[src/rtl/uart_tx_sched.sv]
// rtl/uart_tx_sched.sv - two-requester round-robin byte scheduler driving an 8N1 UART transmitter
module uart_tx_sched #(
    parameter logic [25:0] BAUD_DIV = 26'd5208
) (
    input  logic       clk,
    input  logic       reset,
    input  logic       req0,
    input  logic [7:0] data0,
    output logic       ack0,
    input  logic       req1,
    input  logic [7:0] data1,
    output logic       ack1,
    output logic       tx,
    output logic       busy,
    output logic       last_gnt
);

    typedef enum logic [1:0] {IDLE, START, DATA, STOP} state_t;

    state_t      state_q;
    logic [25:0] cnt_q;
    logic [2:0]  idx_q;
    logic [7:0]  shift_q;
    logic        tx_q;
    logic        busy_q;
    logic        ack0_q;
    logic        ack1_q;
    logic        last_gnt_q;

    logic        bit_end;
    logic        sel;

    assign bit_end = (cnt_q == BAUD_DIV - 26'd1);
    // Round-robin only matters under contention; a lone request always wins.
    assign sel     = (req0 && req1) ? ~last_gnt_q : req1;

    always_ff @(posedge clk or negedge reset) begin
        if (!reset) begin
            state_q    <= IDLE;
            cnt_q      <= '0;
            idx_q      <= '0;
            shift_q    <= '0;
            tx_q       <= 1'b1;
            busy_q     <= 1'b0;
            ack0_q     <= 1'b0;
            ack1_q     <= 1'b0;
            last_gnt_q <= 1'b1;
        end else begin
            ack0_q <= 1'b0;
            ack1_q <= 1'b0;
            if (state_q != IDLE) begin
                cnt_q <= bit_end ? 26'd0 : cnt_q + 26'd1;
            end
            case (state_q)
                IDLE: begin
                    if (req0 || req1) begin
                        state_q    <= START;
                        shift_q    <= sel ? data1 : data0;
                        ack0_q     <= ~sel;
                        ack1_q     <= sel;
                        last_gnt_q <= sel;
                        cnt_q      <= '0;
                        idx_q      <= '0;
                        tx_q       <= 1'b0;
                        busy_q     <= 1'b1;
                    end
                end
                START: begin
                    if (bit_end) begin
                        state_q <= DATA;
                        tx_q    <= shift_q[0];
                    end
                end
                DATA: begin
                    // shift_q[0] is always the bit currently on the line.
                    if (bit_end) begin
                        if (idx_q == 3'd7) begin
                            state_q <= STOP;
                            tx_q    <= 1'b1;
                        end else begin
                            idx_q   <= idx_q + 3'd1;
                            shift_q <= shift_q >> 1;
                            tx_q    <= shift_q[1];
                        end
                    end
                end
                STOP: begin
                    if (bit_end) begin
                        state_q <= IDLE;
                        busy_q  <= 1'b0;
                    end
                end
                default: state_q <= IDLE;
            endcase
        end
    end

    assign ack0     = ack0_q;
    assign ack1     = ack1_q;
    assign tx       = tx_q;
    assign busy     = busy_q;
    assign last_gnt = last_gnt_q;

endmodule

[config.mk]
export PLATFORM = sky130hd
export DESIGN_NAME = uart_tx_sched
export DESIGN_NICKNAME = d
export VERILOG_FILES = /design/src/rtl/uart_tx_sched.sv
export SDC_FILE = /design/constraint.sdc
export NUM_CORES = 1
export LEC_CHECK = 0
export CAP_MARGIN = 15
export CORE_MARGIN = 2
export CORE_UTILIZATION = 60
export DETAILED_ROUTE_END_ITERATION = 10
export PLACE_DENSITY = 0.85
export SLEW_MARGIN = 0
export SYNTH_ARGS = -nofsm -noshare
export SYNTH_HDL_FRONTEND = slang
export SYNTH_SLANG_ARGS = --single-unit
[constraint.sdc]
create_clock -name clk -period 3.78 [get_ports clk]
set_clock_uncertainty 0.2 [all_clocks]
set_input_delay 1.134 -clock clk [delete_from_list [all_inputs] [get_ports clk]]
set_output_delay 1.134 -clock clk [all_outputs]
set_load 0.05 [all_outputs]
==> results of run 1 <==
-- stage by stage --
step                      hold WS [ns]  std cells
after floorplan                  0.255        282
after global placement           0.270        342
after detailed placement         0.277        342
after CTS                        0.295        350
after global routing             0.327        350
final                            0.295        350
-- per-layer routing --
metal | track usage, % | vias to the layer above | wire length (um)
met2 | 38.8 | 48 | 2540
met3 | 5.38 | 5 | 218
met1 | 34.3 | 1019 | 2610
li1 | - | 1088 | -
met4 | 5.45 | 0 | 52
met5 | 0 | - | 0
-- worst min-delay path by stage --
stage / slack [ns] / cells past startpoint / to
after floorplan: 0.26 / 2 / shift_q[0]
after global placement: 0.27 / 2 / shift_q[2]
after detailed placement: 0.28 / 2 / shift_q[4]
after CTS: 0.30 / 2 / shift_q[4]
after global routing: 0.33 / 2 / shift_q[3]
final: 0.29 / 2 / shift_q[4]
-- where the power goes --
group / internal, mW / total, mW / leakage [nW] / switching, mW
registers: 0.603 / 0.749 / 0.578 / 0.146
logic: 0.315 / 0.794 / 0.637 / 0.479
clock network: 0.233 / 0.391 / 0.0645 / 0.158
total: 1.15 / 1.93 / 1.28 / 0.782
-- flip-flops by register name, indices dropped and copies added, names as in the netlist --
name      count
busy          1
ack1          1
tx            1
ack0          1
shift_q       8
last_gnt      1
state_q       2
cnt_q        26
idx_q         3
-- cell type report --
type,instances,area share (%)
Timing Repair Buffer,28,9.04
Clock inverter,1,1.02
Clock buffer,7,3.28
Multi-Input combinational cell,215,46.3
Sequential cell,44,37.6
Inverter,5,0.639
Tap cell,50,2.13
-- cells in the mapped netlist (4+ instances only) --
master,n
a21o_1,4
a21oi_1,17
a31oi_1,20
a41oi_1,6
and2_1,6
and3_1,5
clkbuf_1,11
dfrtp_1,42
ha_1,8
inv_1,5
mux2i_1,8
nand2_1,34
nand2b_1,4
nand3_1,10
nand4_1,8
nor2_1,19
nor3_1,4
o21ai_0,14
o21ai_1,10
-- cells by family after synthesis --
group	Yosys count	synth area share, %
AOI/OAI and AO/OA	90	23.3
adders and majority gates	8	3.89
buffers and inverters	23	4.23
DFF	44	42.9
muxes	10	3.99
and+or+nand+nor	107	21.7
-- layout by cell type (no fill, tap or decap), drive strengths merged, types with 2 or more instances in the layout --
master,n
nor3,4
nor4b,2
nor2,19
or4,3
nor4,3
clkdlybuf4s50,23
inv,5
mux2,2
a31oi,20
a21boi,2
buf,5
o21ai,24
a21o,4
and3,5
and2,6
nand3,10
a32o,2
or3,3
a41oi,8
a21oi,18
nand2,34
ha,8
mux2i,8
o21ba,2
dfrtp,42
a211oi,2
clkbuf,7
dfstp,2
and4,2
nand2b,4
a22oi,2
nand4,8
==> impl_metrics.ini, run 1 <==
[hold_path]
hold_class = register to register
min_from = shift_q[4]

[grt]
grt-ovfl-total = 0
grt_pass1_vias = 2104
grt_max_degree = 45
antenna_found_initial = 0
grt_pass1_wl_um = 9640
grt_usage_pct = 24.3

[final_layout]
final_core_util_pct = 72.3
layout.nets = 327
num_antenna_cells = 0
ff_latch_area_um2 = 1100
final_cell_area_um2 = 2940
syn_to_final_growth_pct = 14.2
drive_gt1_share_pct = 8.33
multi_input_area_um2 = 1360
fill_cells = 327

[routing]
dr.pass1.iters = 4
routed_wirelength_um = 5420
vias = 2160
drc = 0
ant_nets = 0
via_per_inst = 6.17
avgRoutedWirePerCell_um = 15.5
first_iter_violations = 145

[clock_tree]
clock-sinks = 44
cts_tree = done
numCtsBuffers = 5
holdBufCountCts = 0
cts_resized = 0
root_buffer = clkbuf_8
clk_latency_ns = 0.30
ctsHtreeMaxLevel = 2
cts_buffer_depth = 2
postCtsSetupRepairBufs = 0
path_clk_slew_ns = 0.08

[floorplan]
coreArea_um2 = 4060
num_rows = 23
num_io_pins = 25
initial_utilization_pct = 63.4
die_h_um = 69.5
fp.dieArea_um2 = 4820
die_x_um = 69.5

[worst_setup_path]
startpoint = last_gnt
cp_max_fo = 5
worstRegToRegCells = 6
crit_family = buffers and inverters
r2r_start = cnt_q[18]
slowest_stage = clkdlybuf4s50_1
path_cells = clkdlybuf4s50_1
crit_buf_inv = 1
critPathMaxStageDelay_ns = 0.80
cp.required_ns = 2.45
setup.worst_path.end_class = primary output
r2r_end = cnt_q[3]
path_depth = 1
ff2ff_setup_slack_ns = 0.97
crit_type = register to primary output
endpoint = last_gnt
cp-start-kind = register
cp.arrival_ns = 1.66

[logic_synthesis]
yosysSeqAreaShare_pct = 42.9
syn_area_um2 = 2570
syn_area_per_cell_um2 = 9.12
synth_cell_types = 51
ys_async_sr_fraction_pct = 100
ys_ff_latch = 44
synth_ff_type = dfrtp_1
yosysTopAreaCellShare_pct = 40.9
ys.warnings.count = 0
syn_nets = 310
yosys.area.top_type = dfrtp_1
postSynthCellCount = 282
synth-edff-count = 0
synthTopCellsByArea = dfrtp_1 (41%), nand2_1 (5.0%), a31oi_1 (4.9%), ha_1 (3.9%), a21oi_1 (3.3%)

[power]
p_leak_nw = 1.28
p_per_area_nw_per_um2 = 659
ir_worst_vdd_mv = 0.428
power_mw = 1.93

[sta]
finalHoldViolCount = 0
slew_violations = 0
rsz0062_at_grt = no
fmax_mhz = 334
setup_viol = 0
period_minus_slack_ns = 2.99
worst_slew_pin_slew_ns = 0.964
fin_ws_ns = 0.786
period_share_pct = 79.2
tns_ns = 0
max_slew_margin_pct = 35.7

[placement]
dp_slack_ns = 0.533
dp.final_hpwl_um = 3740
place_area_um2 = 2810
portBuffers = 24
gp_congestion = 0.842

[outcome]
status = completed

[run]
drv_cap = 0
(Power assumes the default switching activity.)
==> inputs of run 2 (changes only) <==
--- a/config.mk
+++ b/config.mk
@@ -7,9 +7,9 @@
 export LEC_CHECK = 0
 export CAP_MARGIN = 15
 export CORE_MARGIN = 2
-export CORE_UTILIZATION = 60
+export CORE_UTILIZATION = 57
 export DETAILED_ROUTE_END_ITERATION = 10
-export PLACE_DENSITY = 0.85
+export PLACE_DENSITY = 0.82
 export SLEW_MARGIN = 0
 export SYNTH_ARGS = -nofsm -noshare
 export SYNTH_HDL_FRONTEND = slang
==> constraint.sdc (replaced) <==
create_clock -name clk -period 3.15 [get_ports clk]
set_clock_uncertainty 0.2 [all_clocks]
set_input_delay 0.945 -clock clk [delete_from_list [all_inputs] [get_ports clk]]
set_output_delay 0.945 -clock clk [all_outputs]
set_load 0.05 [all_outputs]
==> run 2 against run 1 <==
Against the previous run:
- global-route usage is 0.85 points higher
- sequential power up 20%
- via count up 4.1%
- flip-flop and latch count unchanged
- power is 20% higher
- die area is 5.0% higher
- register-to-register slack worse by 0.41 ns
- sequential share of layout area decreased by 0.46 points
- critical path type unchanged
- critical endpoint unchanged
- largest power group unchanged
- highest routed layer unchanged
==> impl_metrics.ini, run 2 (synthesis gave the netlist of run 1 again) <==
[outcome]
status = completed

[hold_path]
hold_class = input pin to asynchronous set/reset pin

[grt]
grt-ovfl-total = 0
antenna_found_initial = 0
grt_usage_pct = 25.2
grt_max_degree = 22
grt_pass1_vias = 2174
grt_pass1_wl_um = 10100

[placement]
place_area_um2 = 2860
gp_congestion = 0.836
placed_cells = 351
dp.final_hpwl_um = 4170
portBuffers = 24

[sta]
setup_viol = 0
hold_slack_ns = 0.285
fmax_mhz = 353
period_share_pct = 89.8
period_minus_slack_ns = 2.83
finalHoldViolCount = 0
tns_ns = 0
max_slew_margin_pct = 57.2
worst_slew_pin_slew_ns = 0.641
slew_violations = 0
rsz0062_at_grt = no

[worst_setup_path]
crit_family = buffers and inverters
path_cells = clkdlybuf4s50_1
slowest_stage = clkdlybuf4s50_1
setup.worst_path.end_class = primary output
critPathMaxStageDelay_ns = 0.81
crit_buf_inv = 1
cp-start-kind = register
cp.arrival_ns = 1.68
crit_type = register to primary output
cp.required_ns = 2.00
cp_max_fo = 5

[final_layout]
final_common_cell = dfrtp_1
final_cell_area_um2 = 2970
reg_top3 = cnt_q (26), shift_q (8), idx_q (3)
layout.nets = 334
num_antenna_cells = 0
regMostFlops = cnt_q
drive_gt1_share_pct = 10.1
fin_cells = 359
largest_reg_flops = 26
fill_cells = 336
syn_to_final_growth_pct = 15.6
most-common-layout-cells = dfrtp_1 (42), nand2_1 (34), clkdlybuf4s50_1 (23), a31oi_1 (20), nor2_1 (19)

[floorplan]
initial_utilization_pct = 59.1
die_x_um = 71.2
coreArea_um2 = 4350
die_h_um = 71.2
fp.dieArea_um2 = 5060
num_io_pins = 25
num_rows = 24

[routing]
routed_wirelength_um = 5730
dr.pass1.iters = 5
via_per_inst = 6.26
vias = 2248
first_iter_violations = 157
drc = 0
ant_nets = 0
avgRoutedWirePerCell_um = 16.0

[clock_tree]
root_buffer = clkbuf_8
clock-sinks = 44
holdBufCountCts = 0
path_clk_slew_ns = 0.08
clk_latency_ns = 0.31
cts_tree = done
ctsHtreeMaxLevel = 2
cts_resized = 0
numCtsBuffers = 5
postCtsSetupRepairBufs = 0
cts_buffer_depth = 2

[power]
power_mw = 2.32
ir_worst_vdd_mv = 0.565
p_per_area_nw_per_um2 = 781
p_leak_nw = 1.30

[run]
drv_cap = 0
[run 2: final timing paths]
path	endpoint	from	slack (ns)	cells past startpoint
worst min-delay path	idx_q[0]	reset	0.29	1
worst min register to register	shift_q[5]	shift_q[5]	0.31	2
worst max-delay path	last_gnt	last_gnt	0.32	1
max in group asynchronous	last_gnt	reset	1.91	2
worst max register to register	cnt_q[15]	cnt_q[18]	0.56	6
min in group clk	shift_q[5]	shift_q[5]	0.31	2
[run 2: final cells by class]
cell class	instances	area (um^2)	share of cell area, %
sequential	44	1100	37.1
inverter	5	18.8	0.632
clock buffer	6	72.6	2.44
clock inverter	2	35.0	1.18
tap	52	65.1	2.19
timing repair buffer	35	318	10.7
multi-input combinational	215	1360	45.7
[run 2: where the power goes]
part | switching (mW) | internal, mW | total [mW] | leakage [nW]
clock network | 0.196 | 0.235 | 0.432 | 0.0552
registers | 0.177 | 0.723 | 0.901 | 0.578
logic | 0.592 | 0.396 | 0.988 | 0.672
total | 0.966 | 1.35 | 2.32 | 1.30
[run 2: per-layer routing]
layer / GRT usage [%] / share of wire (%) / vias up / wire [um]
li1: - / - / 1105 / -
met1: 34.4 / 46 / 1077 / 2630
met2: 40.7 / 48 / 58 / 2740
met3: 5.13 / 5.0 / 8 / 285
met4: 7.55 / 1.4 / 0 / 78
met5: 0 / 0 / - / 0
[run 2: stage by stage]
stage               utilization [%]  setup WS [ns]
finish                         68.2          0.321
CTS                            68.2          0.316
detailed placement             65.8          0.354
global route                   68.2          0.281
global placement               65.8          0.423
floorplan                         -          0.834
==> inputs of run 3 (changes only) <==
--- a/config.mk
+++ b/config.mk
@@ -9,6 +9,7 @@
 export CORE_MARGIN = 2
 export CORE_UTILIZATION = 57
 export DETAILED_ROUTE_END_ITERATION = 10
+export GPL_TIMING_DRIVEN = 0
 export PLACE_DENSITY = 0.82
 export SLEW_MARGIN = 0
 export SYNTH_ARGS = -nofsm -noshare
==> run 3 against run 2 <==
Against the previous run:
- combinational power up 10%
- critical endpoint is now cnt_q[23]
- flip-flop and latch count unchanged
- routed wire length up 5.2%
- clock power up 11%
- core utilization up 1.1 points
- die area unchanged
- register-to-register slack worse by 0.08 ns
- power up 5.1%
- cell count up 2.2%
- clock-buffer cell count up 1
- largest cell class unchanged
- critical path depth up 5
- sequential share of layout area down 0.57 points
==> impl_metrics.ini, run 3 (synthesis gave the netlist of run 1 again) <==
[grt]
grt_pass1_wl_um = 10200
antenna_found_initial = 0
grt_max_degree = 28
grt_pass1_vias = 2207
grt-ovfl-total = 0
grt_usage_pct = 25.2

[floorplan]
die_x_um = 71.2
die_h_um = 71.2
num_io_pins = 25
fp.dieArea_um2 = 5060
num_rows = 24
coreArea_um2 = 4350
initial_utilization_pct = 59.1

[placement]
portBuffers = 24
dp.final_hpwl_um = 4220
gp_congestion = 0.865
place_area_um2 = 2890
dp_slack_ns = 0.00437

[sta]
period_minus_slack_ns = 2.91
fmax_mhz = 344
finalHoldViolCount = 0
rsz0062_at_grt = no
fin_ws_ns = 0.244
slew_violations = 0
hold_slack_ns = 0.295
worst_slew_pin_slew_ns = 0.811
max_slew_margin_pct = 45.5
period_share_pct = 92.2
setup_viol = 0

[final_layout]
largest_reg_flops = 26
layout.nets = 342
reg_top3 = cnt_q (26), shift_q (8), idx_q (3)
most-common-layout-cells = dfrtp_1 (42), nand2_1 (34), clkdlybuf4s50_1 (23), a31oi_1 (20), nor2_1 (19)
syn_to_final_growth_pct = 17.4
final_common_cell = dfrtp_1
drive_gt1_share_pct = 8.89
regMostFlops = cnt_q
num_antenna_cells = 0
fill_cells = 313
final_cell_area_um2 = 3020

[worst_setup_path]
cp.required_ns = 3.11
startpoint = req0
ff2ff_setup_slack_ns = 0.48
crit_type = input pin to register
r2r_start = cnt_q[15]
cp_max_fo = 10
cp.arrival_ns = 2.86
setup.worst_path.end_class = register
cp-start-kind = input pin

[run]
drv_cap = 0

[routing]
via_per_inst = 6.50
first_iter_violations = 220
dr.max_layer_used = met4
routed_wirelength_um = 6030
ant_nets = 0
dr.pass1.iters = 5
wl_met1_um = 2690
met2_length_um = 2840
dr_wl_met3_um = 374
drc = 0
avgRoutedWirePerCell_um = 16.4
vias = 2384

[clock_tree]
clk_latency_ns = 0.30
ctsHtreeMaxLevel = 2
root_buffer = clkbuf_8
clock-sinks = 44
cts_tree = done
numCtsBuffers = 5
cts_resized = 0
cts_buffer_depth = 2
holdBufCountCts = 0
path_clk_slew_ns = 0.08
postCtsSetupRepairBufs = 0

[power]
power.net_switching_mw = 1.01
ir_worst_vdd_mv = 0.467
seqPwrFrac_pct = 35.6
internal-power_mw = 1.43
p_per_area_nw_per_um2 = 808
p_sw_share_pct = 41.5
p_leak_nw = 1.31
combPwrFrac_pct = 44.7
p_clk_share_pct = 19.7

[outcome]
status = completed

[hold_path]
min_from = shift_q[4]
hold_class = register to register
==> run 3: cell types whose count changed in the layout (fill, tap and decap cells not counted), sizes merged <==
cell    before  now
clkbuf       6   18
buf         12    9
clkinv       1    0
==> run 3: metrics by stage <==
| stage | TNS, ns | instances | utilization [%] | total power [mW] |
|---|---|---|---|---|
| after global routing | 0 | 367 | 69.3 | 2.58 |
| after detailed placement | 0 | 359 | 66.4 | 1.94 |
| final | 0 | 367 | 69.3 | 2.44 |
| after floorplan | 0 | 282 | - | 1.65 |
| after CTS | 0 | 367 | 69.3 | 2.42 |
| after global placement | -8.65 | 358 | 66.1 | 1.90 |
==> run 3: final cells by class <==
| cell class | count | area, um^2 | share of cell area [%] |
|---|---|---|---|
| Multi-Input combinational cell | 215 | 1360 | 45.0 |
| Sequential cell | 44 | 1100 | 36.6 |
| Timing Repair Buffer | 25 | 255 | 8.46 |
| Clock buffer | 7 | 96.3 | 3.19 |
| Buffer | 18 | 90.1 | 2.99 |
| Tap cell | 52 | 65.1 | 2.16 |
| Clock inverter | 1 | 30.0 | 0.995 |
| Inverter | 5 | 18.8 | 0.622 |
==> run 3: worst max-delay path: stages <==
cell and delay (ns):
clkdlybuf4s50_1 0.54, nor2_1 0.11, nand2_1 0.18, clkbuf_1 0.44, clkbuf_1 0.47, a31oi_1 0.18
==> run 3: worst paths after layout <==
| path | cells past startpoint | endpoint |
|---|---|---|
| max | 6 | cnt_q[23] |
| min reg2reg | 2 | shift_q[4] |
| min | 2 | shift_q[4] |
| max reg2reg | 6 | state_q[0] |
| min in group asynchronous | 1 | state_q[1] |
| max in group asynchronous | 2 | last_gnt |
==> run 3: power by group through the flow <==
| stage | logic [mW] | clock network (mW) | registers (mW) |
|---|---|---|---|
| after floorplan | 0.753 | 0 | 0.894 |
| after global placement | 1.04 | 0 | 0.866 |
| after detailed placement | 1.07 | 0 | 0.873 |
| after CTS | 1.08 | 0.483 | 0.863 |
| after global routing | 1.19 | 0.501 | 0.893 |
| final | 1.09 | 0.481 | 0.868 |
==> run 3: layer usage <==
layer,global-route usage [%],vias to the layer above
li1,-,1123
met2,38.9,98
met4,11.7,0
met5,0,-
met3,4.13,15
met1,34.9,1148
